===== src/rtl/mux_r_in.sv =====
// rtl/mux_r_in.sv - registered 8-bit source mux for the register-file write port
// Optional flag flops (CARRY, ZERO) exist only when MUXR_IN_FLAGS_EN is defined.
module mux_r_in (
  input  logic       CLK,
  input  logic       RST,
  input  logic [2:0] RY,
  input  logic [7:0] RY_DATO,
  input  logic [7:0] DATO_IN,
  input  logic [2:0] SELEC,
`ifdef MUXR_IN_FLAGS_EN
  output logic       CARRY,
  output logic       ZERO,
`endif
  output logic [7:0] DATO
);

`ifdef MUXR_IN_FLAGS_EN
  logic [8:0] sum;
  assign sum = {1'b0, RY_DATO} + {1'b0, DATO_IN};
`else
  logic [7:0] sum;
  assign sum = RY_DATO + DATO_IN;
`endif

  logic [7:0] next_dato;
  logic       hold;

  always_comb begin
    next_dato = 8'h00;
    hold      = 1'b0;
    case (SELEC)
      3'b000: next_dato = 8'h00;
      3'b001: next_dato = DATO_IN;
      3'b010: next_dato = RY_DATO;
      3'b011: next_dato = {5'b00000, RY};
      3'b100: next_dato = sum[7:0];
      3'b101: next_dato = RY_DATO & DATO_IN;
      3'b110: next_dato = RY_DATO | DATO_IN;
      3'b111: hold      = 1'b1;
      default: next_dato = 8'h00;
    endcase
  end

  always_ff @(posedge CLK or posedge RST) begin
    if (RST) begin
      DATO <= 8'h00;
    end else if (!hold) begin
      DATO <= next_dato;
    end
  end

`ifdef MUXR_IN_FLAGS_EN
  // Carry is only meaningful for the add; every other loading code clears it.
  always_ff @(posedge CLK or posedge RST) begin
    if (RST) begin
      CARRY <= 1'b0;
      ZERO  <= 1'b1;
    end else if (!hold) begin
      CARRY <= (SELEC == 3'b100) ? sum[8] : 1'b0;
      ZERO  <= (next_dato == 8'h00);
    end
  end
`endif

endmodule


===== config.mk =====
export PLATFORM = sky130hd
export DESIGN_NAME = mux_r_in
export DESIGN_NICKNAME = d
export VERILOG_FILES = /design/src/rtl/mux_r_in.sv
export SDC_FILE = /design/constraint.sdc
export NUM_CORES = 1
export LEC_CHECK = 0
export ABC_AREA = 1
export BUFFER_PORTS_ARGS = -buffer_cell sky130_fd_sc_hd__buf_2
export CAP_MARGIN = 0
export CORE_MARGIN = 2
export CORE_UTILIZATION = 46
export CTS_CLUSTER_DIAMETER = 120
export DETAILED_ROUTE_END_ITERATION = 8
export MAX_ROUTING_LAYER = met4
export PLACE_DENSITY_LB_ADDON = 0.15
export SETUP_SLACK_MARGIN = 0.15
export SLEW_MARGIN = 20
export SYNTH_ARGS = -nofsm -noshare
export SYNTH_HDL_FRONTEND = slang
export SYNTH_SLANG_ARGS = --single-unit

===== constraint.sdc =====
create_clock -name CLK -period 0.8 [get_ports CLK]
set_clock_uncertainty 0.2 [all_clocks]
set_input_delay 0.08 -clock CLK [delete_from_list [all_inputs] [get_ports CLK]]
set_output_delay 0.08 -clock CLK [all_outputs]
set_load 0.01 [all_outputs]

Yosys cells after proc, flatten, opt, wreduce, memory -nomap -nowiden
Index checks and enable logic that the tools add are counted.

word-level totals
  logic and storage cells = 13
  bits in registers = 8

cells by class
  mux-type cells = 2
  equality and inequality tests = 7
  $add $sub $neg = 1
  bitwise gates (word level) = 2

operator list
  cell                                                                   number
  8-bit case mux with 6 select lines                                     1
  3-bit equality test, second input constant                             4
  8-bit adder                                                            1
  8-bit AND                                                              1
  8-bit bitwise OR                                                       1
  3-bit by 2-bit equality test with 1-bit output, second input constant  2
  3-bit by 1-bit equality test with 1-bit output, second input constant  1
  1-bit two-way mux                                                      1

Depth between registers and ports, before layout
  word-level depth = 2
  mapped depth = 9
  mapped depth without buffers = 9

Worst setup path after synthesis
Ideal clock, no wire load.

  kind = input to register
  start = in RY_DATO[5]
  end = reg DATO[7]
  stages on the path = 8
  data arrival time = 0.937 ns
  buffers on the path = 0
  required time = 0.476 ns
  setup slack = -0.462 ns
  cells stage by stage = inv_1 -> ha_1 -> nand2_1 -> inv_1 -> a21oi_1 -> nand3_1 -> nand3_1 -> nand3_1

on the way
  longest elaborated chain between the ends = 2

ends and longest elaborated chain
  item                                RTL line  source
  from (decl)                         7         input logic [7:0] RY_DATO,
  8-bit adder                         22        assign sum = RY_DATO + DATO_IN;
  8-bit case mux with 6 select lines  31        case (SELEC)
  to (signal assigned)                48        DATO <= next_dato;
  to (decl)                           14        output logic [7:0] DATO

Every way passes these cells.
A chain may end at the register's enable or synchronous reset.

Worst setup path in the final report
  start = in DATO_IN[4]
  end = reg DATO[7]

on the way
  longest elaborated chain between the ends = 2

ends and longest elaborated chain
  item                                RTL line  source
  from (decl)                         8         input logic [7:0] DATO_IN,
  8-bit adder                         22
  8-bit case mux with 6 select lines  31

Every way passes these cells.

==> results.py <==
metrics = {
    "pwr": {
        "combinationalPowerShare_pct": 59.9,
        "internal-power_mw": 1.252,
        "swShare_pct": 41.93,
        "ir_drop_uv": 896.6,
        "switching_power_uw": 904.4,
        "power_density_mw_per_mm2": 1016,
        "p_leak_nw": 1.076,
        "power_frac_seq_pct": 23.4,
        "pwr-share-clk_pct": 16.7,
    },
    "synthesis": {
        "avgSynthCellArea_um2": 6.471,
        "synth_common_cells": "nand2_1, inv_1, nand3_1",
        "yosysSeqAreaShare_pct": 18.31,
        "synth_warnings": 0,
        "yosysUniqueCellTypes": 17,
        "synthAdderAreaFrac_pct": 19.45,
        "synthMuxAreaShare_pct": 0,
        "synth_top_area_cell": "ha_1",
        "synth-seq-cells": 8,
        "synth-simple-area-share_pct": 37.53,
        "yosysMostFrequentCell": "nand2_1",
        "synthCells": 169,
        "synth-xor-area-share_pct": 0.8009,
        "synth-compound-area-share_pct": 9.840,
        "synth_top_family_by_area": "simple AND/OR/NAND/NOR gates",
        "synthesis.area_mm2": 0.001094,
        "syn-num-nets": 210,
        "synth_edf_count": 0,
        "synth_area_leaders": "ha_1, dfrtp_1, nand2_1",
        "synthArstFlopShare_pct": 100.0,
        "synth_top_area_share_pct": 19.45,
        "yosys_most_used_dff": "dfrtp_1",
    },
    "floorplan": {
        "start_util_pct": 48.96,
        "num_rows": 17,
        "coreArea_mm2": 0.002233,
        "pin_count": 32,
        "die_w_um": 52.76,
        "die_height_um": 52.76,
        "die_area_mm2": 0.002783,
    },
    "setup_path": {
        "worstPathMaxFanout": 4,
        "path_buf_inv": 2,
        "path_cells": "buf_6 -> inv_4 -> ha_4 -> nand2_1 -> nand2_2 -> a21oi_2 -> nand3_1 -> nand3_1 -> nand3_1",
        "cp_top_family": "simple AND/OR/NAND/NOR gates",
        "critPathCaptureType": "flip-flop",
        "cp_slowest_cell": "ha_4",
        "cpPeakStageDelay_ns": 0.22,
        "r2r_cells": 3,
        "crit_required_ns": 0.75,
        "crit_cells": 9,
        "crit_arrival_ns": 1.14,
        "cp-start-kind": "input port",
        "crit_path_frequent_cell": "nand3_1",
        "path_class": "input port to flip-flop",
    },
    "sta": {
        "slew_headroom_pct": 75.50,
        "hold_viol": 10,
        "fin_crit_sh_pct": 148.6,
        "worstMarginPinSlew_ns": 0.3671,
        "slew_viol_final": 0,
        "whs_ns": -0.4110,
        "max_freq_ghz": 0.8411,
        "rsz0062_at_grt": "true",
        "fin_crit_ns": 1.189,
        "setup_tns_ns": -4.507,
        "setup_viol": 16,
        "layout_setup_ws_ns": -0.3889,
    },
    "finish": {
        "antenna_cells": 0,
        "reg_top3": "DATO x8",
        "max_flop_register": "DATO",
        "register_area_um2": 200.2,
        "multi_input_area_mm2": 0.001042,
        "layout-drive-gt1-share_pct": 61.25,
        "area_growth_pct": 94.17,
        "fin_nets": 283,
        "fin_area_mm2": 0.002123,
        "fillerInstances": 64,
        "largest_reg_flops": 8,
    },
    "clocking": {
        "clk_pin_slew_ns": 0.07,
        "clkSinkCount": 8,
        "clk_path_buf_depth": 2,
        "clock_latency_ns": 0.27,
        "cts_tree": "built",
        "root_buffer": "clkbuf_4",
        "h-tree-depth": 1,
        "cts-buffers-inserted": 3,
    },
    "route": {
        "vias_per_cell": 6.257,
        "detail-route-antenna-nets": 0,
        "wl_per_cell_um": 21.44,
        "drc": 0,
        "vias": 1677,
        "dr.pass1.iters": 6,
        "totalWireLength_um": 5746,
        "first_iter_violations": 117,
    },
    "global_routing": {
        "track_usage_pct": 32.32,
        "grt_max_degree": 9,
        "grt_use_met1_pct": 34.36,
        "met3_usage_pct": 4.000,
        "grt_pass1_wl_um": 6499,
        "grt_antenna_before_repair": 0,
        "use_met2_pct": 58.54,
        "grt_overflow": 0,
        "busiest_layer": "met2",
        "grt_pass1_vias": 1501,
    },
    "place": {
        "gp_congestion": 0.9362,
        "post_dp_cell_area_mm2": 0.001617,
        "port_buffers": 31,
        "dpl.hpwl_um": 2618,
    },
    "min_path": {
        "hold_class": "input port to asynchronous set/reset pin",
    },
    "job": {
        "cap_viol_max_count": 0,
    },
    "run_status": {
        "status": "complete, but fails checks",
        "violations": "hold timing, setup timing",
    },
}
==> cell type report <==
class	instances	area share, %
multi-input combinational	120	49.09
inverter	41	9.605
timing repair buffer	68	29.17
sequential	8	9.428
clock buffer	3	1.061
tap	28	1.650
==> power by group through the flow <==
stage	Sequential, mW	Combinational [mW]	Clock (mW)
4_1_cts	0.484	1.02	0.334
3_3_place_gp	0.490	0.783	0
3_5_place_dp	0.493	0.815	0
2_1_floorplan	0.516	0.427	0
5_1_grt	0.509	1.34	0.375
6_report	0.504	1.29	0.361
==> cells in the final DEF (no fill, tap or decap) <==
cell type | Yosys | final
a21o_1 | 1 | 1
a21oi_1 | 5 | 3
a21oi_2 | 0 | 2
buf_12 | 0 | 2
buf_2 | 0 | 10
buf_4 | 0 | 34
buf_6 | 0 | 15
buf_8 | 0 | 7
clkbuf_4 | 0 | 3
dfrtp_1 | 8 | 8
ha_1 | 17 | 6
ha_2 | 0 | 3
ha_4 | 0 | 8
inv_1 | 36 | 19
inv_12 | 0 | 1
inv_2 | 5 | 9
inv_4 | 0 | 10
inv_6 | 0 | 1
inv_8 | 0 | 1
nand2_1 | 40 | 22
nand2_2 | 0 | 12
nand2_4 | 0 | 6
nand3_1 | 20 | 10
nand3_2 | 4 | 10
nand3_4 | 0 | 4
nand3b_1 | 1 | 1
nand4_1 | 3 | 3
nor2_1 | 12 | 9
nor2_2 | 0 | 1
nor2_4 | 0 | 2
nor3_2 | 1 | 1
nor3_4 | 2 | 2
o22ai_1 | 12 | 10
o22ai_2 | 0 | 2
or2_4 | 0 | 1
xor2_1 | 1 | 1
==> per-stage QoR <==
step                      utilization [%]  worst slack (ns)  hold slack, ns  power [mW]  std cells
final                               95.07           -0.3889         -0.4110       2.157        268
after global routing                95.07           -0.4001         -0.3830       2.228        268
after CTS                           85.99           -0.2907         -0.4327       1.835        262
after detailed placement            72.38           -0.6665         -0.1497       1.308        253
after global placement              72.38           -0.5971         -0.1570       1.273        253
after floorplan                         -           -0.3537         -0.3043      0.9437        169
==> logic make-up (layout without fill, tap and decap cells) <==
family,after synthesis,in the layout
simple gates,84,84
buf+inv,41,112
compound gates,18,18
fa+ha+maj,17,17
flops,8,8
xor+xnor,1,1
==> worst paths after layout <==
kind                            startpoint  endpoint  slack (ns)
worst max-delay path            DATO_IN[4]   DATO[7]       -0.39
worst min-delay path                   RST   DATO[2]       -0.41
worst max register to register     DATO[3]   DATO[3]       -0.23
worst min register to register     DATO[1]   DATO[1]        0.30
max in group asynchronous              RST   DATO[4]        0.54
min in group CLK                DATO_IN[1]   DATO[1]       -0.11
==> layer usage <==
metal / wire length, um / part of all wire, % / vias up
met2: 2761 / 48 / 185
met3: 637 / 11 / 57
met1: 1981 / 34 / 749
met4: 366 / 6.4 / 0
li1: - / - / 686
met5: 0 / 0 / -
==> timing repair <==
| item | CTS | global route |
|---|---|---|
| gates resized for setup | 64 | 40 |
| pin swaps | 30 | 29 |
| setup endpoints to repair | 16 | 16 |
| buffers inserted | 6 | 6 |
| hold endpoints to repair | 12 | 11 |
Power figures use the tool's default switching activity.
